File: src/rtl/hash_pkg.sv
// Shared constants and types for the hash front-end: block geometry,
// assembler state encoding and the flat block type.
package hash_pkg;
  localparam int C_WORD_W      = 32;
  localparam int C_BLOCK_WORDS = 16;
  localparam int C_BLOCK_W     = 512;
  localparam int C_LEN_W       = 64;

  localparam logic [C_WORD_W-1:0] C_MARKER_WORD = 32'h8000_0000;

  typedef enum logic [1:0] {S_FILL, S_LEN, S_OUT} asm_state_t;
  typedef logic [C_BLOCK_W-1:0] block_t;
endpackage

File: src/rtl/msg_block_assembler_if.sv
// Message-word input stream and padded-block output handshake of the
// block assembler; slave is the assembler's view, master the producer/consumer.
interface msg_block_assembler_if;
  import hash_pkg::*;

  logic                in_valid;
  logic                in_ready;
  logic [C_WORD_W-1:0] in_data;
  logic                in_last;
  logic [1:0]          in_bytes;
  logic                blk_valid;
  logic                blk_ready;
  block_t              blk_data;
  logic                blk_last;

  modport master (
    output in_valid, in_data, in_last, in_bytes, blk_ready,
    input  in_ready, blk_valid, blk_data, blk_last
  );

  modport slave (
    input  in_valid, in_data, in_last, in_bytes, blk_ready,
    output in_ready, blk_valid, blk_data, blk_last
  );
endinterface

File: src/rtl/msg_block_assembler_byte_pad_mask.sv
// Masks the unused low bytes of a final message word and places the 0x80
// marker after the last valid byte; a full word pushes the marker onward.
module byte_pad_mask
  import hash_pkg::*;
(
  input  logic [C_WORD_W-1:0] data,
  input  logic [1:0]          bytes,
  output logic [C_WORD_W-1:0] padded,
  output logic                spill
);

  always_comb begin
    padded = data;
    spill  = 1'b0;
    case (bytes)
      2'd0:    spill  = 1'b1;
      2'd1:    padded = {data[31:24], 24'h80_0000};
      2'd2:    padded = {data[31:16], 16'h8000};
      default: padded = {data[31:8], 8'h80};
    endcase
  end

endmodule

File: src/rtl/msg_block_assembler.sv
// Packs a stream of big-endian message words into padded 512-bit blocks
// (0x80 marker, zero fill, 64-bit bit length) for the hash block register.
module msg_block_assembler
  import hash_pkg::*;
#(
  parameter int p_wordSize   = 32,
  parameter int p_blockWords = 16,
  parameter int p_lenSize    = 64
) (
  input  logic                  clk,
  input  logic                  rstN,
  msg_block_assembler_if.slave  bus
);

  localparam int CNT_W = p_lenSize - 3;
  localparam int IDX_W = $clog2(p_blockWords);

  localparam logic [1:0] ST_FILL = S_FILL;
  localparam logic [1:0] ST_LEN  = S_LEN;
  localparam logic [1:0] ST_OUT  = S_OUT;

  logic [1:0]            state_q;
  logic [IDX_W-1:0]      idx_q;
  logic [CNT_W-1:0]      cnt_q;
  logic                  pend_q;
  logic                  ovf_q;
  logic                  last_q;
  logic [p_wordSize-1:0] words_q [p_blockWords];

  logic                  in_hs;
  logic                  out_hs;
  logic [p_wordSize-1:0] pad_word;
  logic                  spill;
  logic [CNT_W-1:0]      add_bytes;
  logic [CNT_W-1:0]      cnt_nxt;
  logic [CNT_W-1:0]      len_sel;
  logic [p_lenSize-1:0]  len_bits;
  logic                  at_end;
  logic                  len_fits;
  block_t                blk_flat;

  byte_pad_mask u_pad (
    .data   (bus.in_data),
    .bytes  (bus.in_bytes),
    .padded (pad_word),
    .spill  (spill)
  );

  assign in_hs  = bus.in_valid  & (state_q == ST_FILL);
  assign out_hs = bus.blk_ready & (state_q == ST_OUT);

  assign add_bytes = (bus.in_last && bus.in_bytes != 2'd0) ? CNT_W'(bus.in_bytes) : CNT_W'(4);
  assign cnt_nxt   = cnt_q + add_bytes;
  // Length is written with the final word in FILL, or from the settled counter in LEN.
  assign len_sel   = (state_q == ST_LEN) ? cnt_q : cnt_nxt;
  assign len_bits  = {len_sel, 3'b000};

  assign at_end   = (idx_q == IDX_W'(p_blockWords - 1));
  assign len_fits = (int'(idx_q) + (spill ? 1 : 0)) <= (p_blockWords - 3);

  always_comb begin
    blk_flat = '0;
    for (int i = 0; i < p_blockWords; i++)
      blk_flat[p_wordSize*(p_blockWords-i)-1 -: p_wordSize] = words_q[i];
  end

  assign bus.in_ready  = (state_q == ST_FILL);
  assign bus.blk_valid = (state_q == ST_OUT);
  assign bus.blk_data  = blk_flat;
  assign bus.blk_last  = last_q;

  always_ff @(posedge clk or negedge rstN) begin
    if (!rstN) begin
      state_q <= ST_FILL;
      idx_q   <= '0;
      cnt_q   <= '0;
      pend_q  <= 1'b0;
      ovf_q   <= 1'b0;
      last_q  <= 1'b0;
      for (int i = 0; i < p_blockWords; i++) words_q[i] <= '0;
    end else begin
      case (state_q)
        ST_FILL: begin
          if (in_hs) begin
            idx_q <= idx_q + IDX_W'(1);
            cnt_q <= cnt_nxt;
            if (bus.in_last) begin
              words_q[idx_q] <= pad_word;
              if (spill && !at_end) words_q[idx_q + IDX_W'(1)] <= C_MARKER_WORD;
              if (spill && at_end)  pend_q <= 1'b1;
              // No room for the length field: emit this block, then a length-only block.
              if (len_fits) begin
                words_q[p_blockWords-2] <= len_bits[p_lenSize-1 -: p_wordSize];
                words_q[p_blockWords-1] <= len_bits[p_wordSize-1:0];
                last_q <= 1'b1;
              end else begin
                ovf_q  <= 1'b1;
                last_q <= 1'b0;
              end
              state_q <= ST_OUT;
            end else begin
              words_q[idx_q] <= bus.in_data;
              if (at_end) begin
                last_q  <= 1'b0;
                state_q <= ST_OUT;
              end
            end
          end
        end
        ST_OUT: begin
          if (out_hs) begin
            for (int i = 0; i < p_blockWords; i++) words_q[i] <= '0;
            idx_q   <= '0;
            last_q  <= 1'b0;
            if (last_q) cnt_q <= '0;
            state_q <= ovf_q ? ST_LEN : ST_FILL;
          end
        end
        ST_LEN: begin
          if (pend_q) words_q[0] <= C_MARKER_WORD;
          words_q[p_blockWords-2] <= len_bits[p_lenSize-1 -: p_wordSize];
          words_q[p_blockWords-1] <= len_bits[p_wordSize-1:0];
          pend_q  <= 1'b0;
          ovf_q   <= 1'b0;
          last_q  <= 1'b1;
          state_q <= ST_OUT;
        end
        default: state_q <= ST_FILL;
      endcase
    end
  end

endmodule

File: src/flat_wrapper.sv
// flat-port wrapper written by rule: the top's interface ports become plain ports
module msg_block_assembler_flat import hash_pkg::*;
#(
  parameter int p_wordSize   = 32,
  parameter int p_blockWords = 16,
  parameter int p_lenSize    = 64
)
  (clk, rstN, bus_in_valid, bus_in_data, bus_in_last, bus_in_bytes, bus_blk_ready, bus_in_ready, bus_blk_valid, bus_blk_data, bus_blk_last);
  msg_block_assembler_if bus_i ();
  input  logic clk;
  input  logic rstN;
  input wire logic [$bits(bus_i.in_valid)-1:0] bus_in_valid;
  input wire logic [$bits(bus_i.in_data)-1:0] bus_in_data;
  input wire logic [$bits(bus_i.in_last)-1:0] bus_in_last;
  input wire logic [$bits(bus_i.in_bytes)-1:0] bus_in_bytes;
  input wire logic [$bits(bus_i.blk_ready)-1:0] bus_blk_ready;
  output wire logic [$bits(bus_i.in_ready)-1:0] bus_in_ready;
  output wire logic [$bits(bus_i.blk_valid)-1:0] bus_blk_valid;
  output wire logic [$bits(bus_i.blk_data)-1:0] bus_blk_data;
  output wire logic [$bits(bus_i.blk_last)-1:0] bus_blk_last;
  assign bus_i.in_valid = bus_in_valid;
  assign bus_i.in_data = bus_in_data;
  assign bus_i.in_last = bus_in_last;
  assign bus_i.in_bytes = bus_in_bytes;
  assign bus_i.blk_ready = bus_blk_ready;
  assign bus_in_ready = bus_i.in_ready;
  assign bus_blk_valid = bus_i.blk_valid;
  assign bus_blk_data = bus_i.blk_data;
  assign bus_blk_last = bus_i.blk_last;
  msg_block_assembler #(.p_wordSize(p_wordSize), .p_blockWords(p_blockWords), .p_lenSize(p_lenSize)) u_core (.clk(clk), .rstN(rstN), .bus(bus_i));
endmodule
File: config.mk
export PLATFORM = sky130hd
export DESIGN_NAME = msg_block_assembler_flat
export DESIGN_NICKNAME = d
export VERILOG_FILES = /design/src/rtl/hash_pkg.sv /design/src/rtl/msg_block_assembler_if.sv /design/src/rtl/msg_block_assembler_byte_pad_mask.sv /design/src/rtl/msg_block_assembler.sv /design/src/flat_wrapper.sv
export SDC_FILE = /design/constraint.sdc
export NUM_CORES = 1
export LEC_CHECK = 0
export BUFFER_PORTS_ARGS = -buffer_cell sky130_fd_sc_hd__buf_2
export CELL_PAD_IN_SITES_DETAIL_PLACEMENT = 0
export CELL_PAD_IN_SITES_GLOBAL_PLACEMENT = 1
export CORE_MARGIN = 2
export CORE_UTILIZATION = 47
export CTS_BUF_LIST = sky130_fd_sc_hd__clkbuf_4
export DETAILED_ROUTE_END_ITERATION = 7
export PLACE_DENSITY = 0.92
export RECOVER_POWER = 50
export SYNTH_ARGS = -nofsm -noshare
export SYNTH_HDL_FRONTEND = slang
export SYNTH_SLANG_ARGS = --single-unit
File: constraint.sdc
create_clock -name clk -period 6.19 [get_ports clk]
set_clock_uncertainty 0.05 [all_clocks]
set_input_delay 0.3095 -clock clk [delete_from_list [all_inputs] [get_ports clk]]
set_output_delay 0.3095 -clock clk [all_outputs]
set_load 0.03 [all_outputs]
---- Word-level counts from Yosys, hierarchy flattened ----
Index checks and enable logic that the tools add are counted.
operators by class
  add/subtract/negate cells ............... 3
  equality and inequality tests ........... 13
  magnitude comparators ................... 5
  mux-type cells .......................... 47
  bitwise logic cells ..................... 7
  reduce and logical (&&, ||, !) cells .... 20
operators with widths
  kind                                                              number
  2-to-1 mux 512 bit                                                4
  bitwise mux 512 bit                                               2
  case mux 416 bit (2 select lines)                                 1
  AND 496 bit                                                       1
  NOT 496 bit                                                       1
  demux 32 bit (select 4 bit)                                       2
  2-to-1 mux 61 bit                                                 4
  case mux 64 bit (3 select lines)                                  1
  case mux 61 bit (2 select lines)                                  1
  2-to-1 mux 32 bit                                                 3
  case mux 32 bit (3 select lines)                                  1
  case mux 24 bit (3 select lines)                                  1
  2-to-1 mux 64 bit                                                 1
  adder 61 bit                                                      1
  adder 5 x 32 -> 32 bit                                            1
  less-or-equal comparator 32 x 5 -> 1 bit (second input constant)  1
  AND reduction 4 bit                                               5
  bitwise OR 16 bit                                                 1
  2-to-1 mux 1 bit                                                  14
  greater-or-equal comparator 5 bit (second input constant)         2
  less-than comparator 5 x 1 -> 1 bit (second input constant)       2
  != test 2 x 1 -> 1 bit (second input constant)                    5
  NOT 4 -> 5 bit                                                    2
  AND reduction 3 bit                                               3
  19 further kinds                                                  35
storage, ports and cells
  flip-flop bits (word level) ............. 582
  input port bits ......................... 39

---- Depth between registers and ports, before layout ----
Gate-level depths: netlist of run 1.
  word-level depth ........................ 13
  mapped depth ............................ 16
  mapped depth without buffers ............ 12

---- Hierarchy ----
A second synthesis of run 1 with hierarchy kept.
unflattened totals
  cell total of the unflattened synthesis .. 3235
  area, all modules ....................... 29953.7 sq um
by module, submodules not included
  module               times used  cells an instance  area each (sq um)
  msg_block_assembler  1           3198               29709.7
  byte_pad_mask        1           37                 244.0

---- Worst setup path after synthesis of run 1 ----
No wires, ideal clock.
  path type ............................... input port to flip-flop
  start ................................... input port bus_in_bytes[0]
  end ..................................... register u_core.words_q, in the netlist u_core.bus.blk_data[31]
  slack ................................... 2.707 ns
  setup time .............................. 0.126 ns
  stages .................................. 15
  data arrival time ....................... 3.307 ns
  cells stage by stage .................... inv_1 -> ha_1 -> nand2b_1 -> clkbuf_1 -> clkbuf_1 -> nor2_1 -> ha_1 -> fa_1 -> a21oi_4 -> nor3_2 -> nand4_1 -> clkbuf_1 -> buf_2 -> o211ai_1 -> a221o_1
on the way
  longest elaborated chain between the ends .. 9
  elaborated cells on any way between the ends .. 16
  classes of those cells .................. 2 x add/sub; 1 x order compare; 9 x mux; 4 x reduce/logical
ends and longest elaborated chain
  element                                                                               line                                                                source
  start: declaration                                                                    flat_wrapper.sv:15                                                  input wire logic [$bits(bus_i.in_bytes)-1:0] bus_in_bytes;
  logical NOT 2 bit / nonzero test 2 bit (equally long branches)                        msg_block_assembler_byte_pad_mask.sv:15, msg_block_assembler.sv:52
  2-to-1 mux 1 bit / logical AND 1 bit (equally long branches)                          msg_block_assembler_byte_pad_mask.sv:15, msg_block_assembler.sv:52
  2-to-1 mux 1 bit / 2-to-1 mux 3 bit (equally long branches)                           msg_block_assembler.sv:59, msg_block_assembler.sv:52
  adder 5 x 32 -> 32 bit / adder 61 bit (equally long branches)                         msg_block_assembler.sv:59, msg_block_assembler.sv:53
  less-or-equal comparator 32 x 5 -> 1 bit / 2-to-1 mux 61 bit (equally long branches)  msg_block_assembler.sv:59, msg_block_assembler.sv:55
  2-to-1 mux 64 bit                                                                     msg_block_assembler.sv:92                                           if (len_fits) begin
  2-to-1 mux 512 bit                                                                    msg_block_assembler.sv:87                                           if (bus.in_last) begin
  2-to-1 mux 512 bit                                                                    msg_block_assembler.sv:84                                           if (in_hs) begin
  case mux 64 bit (3 select lines) (*)                                                  msg_block_assembler.sv:82                                           case (state_q)
  end signal: indexed assignment                                                        msg_block_assembler.sv:88                                           words_q[idx_q] <= pad_word;
  end signal: indexed assignment                                                        msg_block_assembler.sv:93                                           words_q[p_blockWords-2] <= len_bits[p_lenSize-1 -: p_wordSize];
  end signal: indexed assignment                                                        msg_block_assembler.sv:94                                           words_q[p_blockWords-1] <= len_bits[p_wordSize-1:0];
  end: declaration                                                                      msg_block_assembler.sv:28                                           logic [p_wordSize-1:0] words_q [p_blockWords];
Every way passes the cells marked *; elsewhere a longest branch is shown, timed or not. The select of a mux whose other input is x is not followed.
A chain may end at the register's enable or synchronous reset.

==> impl_metrics.env, run 1 <==
export IMPL_hold_worst_slack_ns=0.224
export IMPL_worst_setup_path_end_kind="asynchronous set/reset pin"
export IMPL_path_cells="dlygate4sd3_1 -> dlygate4sd3_1 -> clkbuf_1 -> clkbuf_2"
export IMPL_route_met3_wl_um=20600
export IMPL_hold_viol_final=0
export IMPL_ant_nets=0
export IMPL_p_int_mw=7.76
export IMPL_rsz0062_at_grt="no"
export IMPL_synth_nets=3508
export IMPL_worst_pin_slew_ns=3.38
export IMPL_coreArea_um2=61900
export IMPL_crit_family="buffers and inverters"
export IMPL_setup_viol=0
export IMPL_synth_most_common_cell="dfrtp_1"
export IMPL_sw_frac_of_total_pct=48.4
export IMPL_cp_buffers_inverters=4
export IMPL_grt_max_degree=146
export IMPL_drt_first_pass_iters=8
export IMPL_avgRoutedWirePerCell_um=27.8
export IMPL_total_power_mw=15.0
export IMPL_initial_core_util_pct=47.8
export IMPL_cts_buffers=160
export IMPL_die_area_um2=65000
export IMPL_dp_hpwl_um=94000
export IMPL_worstPathArrival_ns=4.72
export IMPL_multi_input_area_um2=13700
export IMPL_pwr_share_clk_pct=23.2
export IMPL_critPathSlowestCell="clkbuf_2"
export IMPL_clockRootBuffer="clkbuf_4"
export IMPL_clk_path_buf_depth=3
export IMPL_seqPwrFrac_pct=32.5
export IMPL_postCtsSetupBuffers=0
export IMPL_area_growth_pct=17.5
export IMPL_yosys_area_top_type="dfrtp_1"
export IMPL_setup_tns_ns=0
export IMPL_drv_slew=351
export IMPL_synth_area_top_cells="dfrtp_1, a21oi_1, nor2_1"
export IMPL_clkLatencyLatePin_ns=1.06
export IMPL_initialDrtViolationCount=5066
export IMPL_syn_inst=3448
export IMPL_cts_sinks=582
export IMPL_fmax_mhz=225
export IMPL_hp_class="input port to register"
export IMPL_place_gp_congestion=1.01
export IMPL_drive_gt1_share_pct=16.6
export IMPL_start_kind="input port"
export IMPL_fin_nets=4022
export IMPL_synth_edf_count=0
export IMPL_grt_overflow=0
export IMPL_rows=91
export IMPL_required_ns=6.47
export IMPL_critPathKind="input port to asynchronous set/reset pin"
export IMPL_seq_area_um2=14600
export IMPL_synth_seq_cells=582
export IMPL_crit_fanout=135
export IMPL_synth_flop_cell="dfrtp_1"
export IMPL_async_reset_ff_share_pct=100
export IMPL_synth_warnings=0
export IMPL_fin_crit_ns=4.44
export IMPL_status="finished with violations"
export IMPL_cpMostUsedCell="dlygate4sd3_1"
export IMPL_power_density_nw_per_um2=433
export IMPL_setup_ws_ns=1.75
export IMPL_via_count=31400
export IMPL_track_usage_pct=40.9
export IMPL_ios=554
export IMPL_die_x_um=255
export IMPL_violations="design-rule violations, max-capacitance violations, max-slew violations"
export IMPL_routed_wl_um=137000
export IMPL_fin_cells=4905
export IMPL_die_height_um=255
export IMPL_synth_area_per_cell_um2=8.58
export IMPL_yosysSeqAreaShare_pct=49.2
export IMPL_ys_types=103
export IMPL_leakage_nw=16.0
export IMPL_wl_met1_um=51100
export IMPL_pwr_share_comb_pct=44.3
export IMPL_drv_cap=3
export IMPL_grt_pass1_wl_um=194000
export IMPL_vdd_ir_drop_max_mv=0.275
export IMPL_relSlewSlack_pct=-126
export IMPL_io_buffers=553
export IMPL_place_ws_ns=1.89
export IMPL_drc_errors=5
export IMPL_via_per_inst=6.41
export IMPL_p_switching_mw=7.29
export IMPL_fillers=5975
export IMPL_syn_cell_area_um2=29600
export IMPL_cp_slowest_stage_delay_ns=2.51
export IMPL_htreeDepth=4
export IMPL_placed_cells_incl_taps=4594
export IMPL_yosys_area_top_type_share_pct=49.2
export IMPL_synth_common_cells="dfrtp_1, nor2_1, nand2_1"
export IMPL_topRoutingLayerUsed="met5"
export IMPL_min_period_over_period_pct=71.7
export IMPL_cts_tree="yes"
export IMPL_clkTransAtPathRegs_ns=0.06
export IMPL_grt_antenna_before_repair=8
export IMPL_grt_pass1_vias=28600
export IMPL_routed_wl_met2_um=56200
cells in the final DEF, fill, tap and decap left out, types with 18 or more instances in the layout:
master         netlist  final
a211oi_1            25     24
a21oi_1            400    399
a22o_1              33     33
a311oi_1            19     19
a31oi_1             44     44
and2_1              36     36
and3_1              24     24
buf_2               38    295
buf_4                5     56
clkbuf_1           232    258
clkbuf_4             0    226
clkinv_1             0     26
dfrtp_1            582    582
dlygate4sd3_1        0     42
ha_1                20     19
inv_1               40     40
mux2i_1             27     27
nand2_1            450    449
nand3_1             61     59
nand4_1             42     42
nor2_1             486    482
nor3_1              45     44
nor4_1              27     26
o211ai_1            18     18
o21ai_0            276    275
o21ai_1             78     77
o22a_1              21     21
o22ai_1             65     64
o31ai_1             36     34
xnor2_1             19     19
sequential cells by signal (all words and copies together) (netlist names):
name and count:
u_core.bus.blk_data 512, u_core.cnt_q 61, u_core.idx_q 4, u_core.state_q 2, u_core.bus.blk_last 1, u_core.ovf_q 1, u_core.pend_q 1
cell families (layout without fill, tap and decap cells):
family / after synthesis / count (layout) / share of synthesized area (%)
AND/OR/NAND/NOR: 1281 / 1281 / 19.5
AO/OA/AOI/OAI: 1161 / 1161 / 23.6
flip-flops: 582 / 582 / 49.2
buffers and inverters: 347 / 964 / 4.98
XOR/XNOR: 28 / 28 / 0.829
multiplexers: 28 / 28 / 0.952
adder cells (fa/ha/maj): 21 / 21 / 0.914
other: 0 / 3 / 0
worst paths after layout:
kind	from	to	slack, ns	cells past startpoint
min in group asynchronous	rstN	u_core.bus.blk_data[15]$_DFFE_PN0P_	1.11	4
hold / removal	bus_in_data[9]	u_core.bus.blk_data[9]$_DFFE_PN0P_	0.22	4
setup / recovery	rstN	u_core.bus.blk_data[238]$_DFFE_PN0P_	1.75	4
hold reg to reg	u_core.bus.blk_data[492]$_DFFE_PN0P_	u_core.bus.blk_data[492]$_DFFE_PN0P_	0.43	2
setup reg to reg	u_core.state_q[0]$_DFFE_PN0P_	u_core.bus.blk_data[225]$_DFFE_PN0P_	1.81	9
max in group clk	u_core.state_q[0]$_DFFE_PN0P_	u_core.bus.blk_data[225]$_DFFE_PN0P_	1.81	9
per-stage QoR:
step / cell area [um2] / util, %
5_1_grt: 34800 / 56.1
3_5_place_dp: 32800 / 52.9
4_1_cts: 35100 / 56.7
2_1_floorplan: 29600 / -
6_report: 34800 / 56.1
3_3_place_gp: 32800 / 52.9
per-layer routing:
| metal | vias up | GRT usage (%) |
|---|---|---|
| met5 | - | 0 |
| met4 | 4 | 22.4 |
| met3 | 477 | 17.3 |
| met2 | 2463 | 56.2 |
| met1 | 15100 | 54.3 |
| li1 | 13300 | - |
worst min-delay path, delay by kind of cell:
kind / cells / cell delay, ns
and+or+nand+nor: 1 / 0.10
AOI/OAI and AO/OA: 1 / 0.06
buffers and inverters: 2 / 0.75
power groups by stage:
stage                     clock (mW)  sequential (mW)  combinational [mW]
after CTS                       3.49             4.86                6.54
after detailed placement           0             4.92                6.50
after global placement             0             4.91                6.45
after global routing            3.71             4.95                7.01
final                           3.49             4.89                6.67
after floorplan                    0             5.93                3.10
cell type report:
cell class / count / area share, %
Sequential cell: 582 / 41.9
Antenna cell: 3 / 0.0216
Inverter: 42 / 0.454
Multi-Input combinational cell: 2519 / 39.4
Clock buffer: 226 / 4.88
Clock inverter: 39 / 0.648
Tap cell: 837 / 3.01
Timing Repair Buffer: 657 / 9.69
repair_timing:
| item | in CTS | in global routing |
|---|---|---|
| hold buffers | 43 | 0 |
| gates resized for setup | 0 | 0 |
| endpoints found under the hold margin | 572 | 0 |
Power figures use the tool's default switching activity.
==> run 2: changes to the inputs <==
- CORE_UTILIZATION: 47 -> 43
- PLACE_DENSITY: 0.92 -> 0.85
- clock period: 6.19 -> 4.6 ns (I/O delays scaled with it)
==> run 2 against run 1 <==
Effect of this change:
- the flow finishes with violations (max-capacitance violations, max-slew violations)
- sequential share of layout area down 0.56 points
- global-route usage down 2.5 points
- via count down 0.63%
- sequential power up 35%
- die area up 9.2%
- clock-buffer cell count up 21
- non-clock buffer count up 43
- wire length up 2.3%
- combinational power up 36%
- sequential cell count unchanged
- critical endpoint is now u_core.bus.blk_data[237]$_DFFE_PN0P_
- largest power group unchanged
==> impl_metrics.env, run 2 (synthesis results as in run 1) <==
export IMPL_initial_core_util_pct=43.3
export IMPL_required_ns=5.50
export IMPL_pwr_share_clk_pct=23.8
export IMPL_htreeDepth=4
export IMPL_cp_buffers_inverters=1
export IMPL_clockRootBuffer="clkbuf_4"
export IMPL_track_usage_pct=38.4
export IMPL_total_power_mw=20.6
export IMPL_cp_slowest_stage_delay_ns=0.91
export IMPL_critPathSlowestCell="nor2_1"
export IMPL_rsz0062_at_grt="no"
export IMPL_leakage_nw=16.3
export IMPL_start_kind="register"
export IMPL_path_cells="inv_1 -> ha_1 -> nor2b_1 -> or3_1 -> nor2_1 -> nand2_1 -> o21ai_0"
export IMPL_ios=554
export IMPL_die_height_um=266
export IMPL_clkLatencyLatePin_ns=1.06
export IMPL_hp_class="input port to register"
export IMPL_vdd_ir_drop_max_mv=0.364
export IMPL_relSlewSlack_pct=-108
export IMPL_p_switching_mw=9.90
export IMPL_crit_family="simple AND/OR/NAND/NOR gates"
export IMPL_grt_pass1_vias=28600
export IMPL_rows=96
export IMPL_min_path_cells=3
export IMPL_min_period_over_period_pct=87.6
export IMPL_grt_antenna_before_repair=6
export IMPL_die_x_um=266
export IMPL_via_count=31200
export IMPL_hold_worst_slack_ns=0.101
export IMPL_seq_area_um2=14600
export IMPL_ant_nets=0
export IMPL_cts_tree="yes"
export IMPL_critPathKind="register to register"
export IMPL_coreArea_um2=68300
export IMPL_fin_crit_ns=4.03
export IMPL_worstPathArrival_ns=4.93
export IMPL_violations="max-capacitance violations, max-slew violations"
export IMPL_clkTransAtPathRegs_ns=0.06
export IMPL_via_per_inst=6.23
export IMPL_die_area_um2=70900
export IMPL_drc_errors=0
export IMPL_fin_nets=4068
export IMPL_grt_overflow=0
export IMPL_cts_repair_resized=0
export IMPL_pwr_share_comb_pct=44.2
export IMPL_fmax_mhz=248
export IMPL_p_int_mw=10.7
export IMPL_drive_gt1_share_pct=17.8
export IMPL_cts_buffers=163
export IMPL_fin_area_um2=35200
export IMPL_seqPwrFrac_pct=32.0
export IMPL_initialDrtViolationCount=4001
export IMPL_crit_cells=7
export IMPL_avgRoutedWirePerCell_um=27.9
export IMPL_drt_first_pass_iters=6
export IMPL_status="finished with violations"
export IMPL_grt_pass1_wl_um=200000
export IMPL_grt_max_degree=137
export IMPL_setup_viol=0
export IMPL_cts_sinks=582
export IMPL_clk_path_buf_depth=3
export IMPL_hold_viol_final=0
export IMPL_fillers=6701
export IMPL_worst_pin_slew_ns=3.11
export IMPL_sw_frac_of_total_pct=48.1
export IMPL_largest_reg_flops=512
export IMPL_place_gp_congestion=1.03
export IMPL_dp_hpwl_um=96800
export IMPL_drv_cap=8
export IMPL_io_buffers=553
export IMPL_crit_fanout=14
export IMPL_setup_ws_ns=0.568
export IMPL_area_growth_pct=19.1
export IMPL_power_density_nw_per_um2=584
export IMPL_ctsHoldBuffers=45
export IMPL_final_common_cell="dfrtp_1"
export IMPL_routed_wl_um=140000
export IMPL_layout_common_cells="dfrtp_1, nor2_1, nand2_1"
export IMPL_postCtsSetupBuffers=0
export IMPL_multi_input_area_um2=13700
export IMPL_place_ws_ns=0.622
export IMPL_drv_slew=590
export IMPL_reg2reg_depth=7
export IMPL_setup_tns_ns=0
export IMPL_dpl_cell_area_um2=33100
export IMPL_worst_setup_path_end_kind="register"
==> run 2: changes by cell type in the layout (fill, tap and decap cells not counted), sizes merged, moves of 3 or more <==
cell / change
clkbuf: +26
diode: +7
inv: +3
buf: +36
clkinv: -13
==> run 2: stage by stage <==
| stage | instances | utilization, % |
|---|---|---|
| global route | 5006 | 51.5 |
| CTS | 5002 | 52.1 |
| global placement | 4680 | 48.5 |
| floorplan | 3448 | - |
| detailed placement | 4680 | 48.5 |
| finish | 5012 | 51.5 |
==> run 2: final timing paths <==
kind	from	to	slack, ns
max reg2reg	u_core.state_q[0]$_DFFE_PN0P_	u_core.bus.blk_data[237]$_DFFE_PN0P_	0.57
min in group asynchronous	rstN	u_core.bus.blk_data[17]$_DFFE_PN0P_	1.50
min	bus_in_last	u_core.bus.blk_data[7]$_DFFE_PN0P_	0.10
max	u_core.state_q[0]$_DFFE_PN0P_	u_core.bus.blk_data[237]$_DFFE_PN0P_	0.57
min reg2reg	u_core.bus.blk_data[499]$_DFFE_PN0P_	u_core.bus.blk_data[499]$_DFFE_PN0P_	0.43
max in group asynchronous	rstN	u_core.bus.blk_data[68]$_DFFE_PN0P_	0.74
==> run 2: per-layer routing <==
layer	track usage, %	vias to the layer above	share of wire, %
met4	21.4	0	6.0
li1	-	13400	-
met2	53.9	2113	42
met1	50.6	15200	39
met5	0	-	0
met3	14.9	428	13
==> run 2: area by class of cell <==
class	count	share of cell area, %
Multi-Input combinational cell	2519	38.9
Sequential cell	582	41.3
Clock buffer	247	5.26
Inverter	42	0.447
Timing Repair Buffer	700	10.4
Clock inverter	30	0.519
Tap cell	882	3.13
Antenna cell	10	0.0710
==> run 2: power groups by stage <==
stage / registers (mW) / clock network, mW / logic [mW]
after floorplan: 7.98 / 0 / 4.17
after global placement: 6.62 / 0 / 8.83
after detailed placement: 6.63 / 0 / 8.90
after CTS: 6.55 / 4.92 / 8.97
after global routing: 6.67 / 5.21 / 9.57
final: 6.58 / 4.89 / 9.10
==> run 2: worst register-to-register path, cell delays in order, from the launching register on <==
cell     delay [ns]
dfrtp_1        0.47
inv_1          0.10
ha_1           0.35
nor2b_1        0.38
or3_1          0.69
nor2_1         0.91
nand2_1        0.64
o21ai_0        0.37
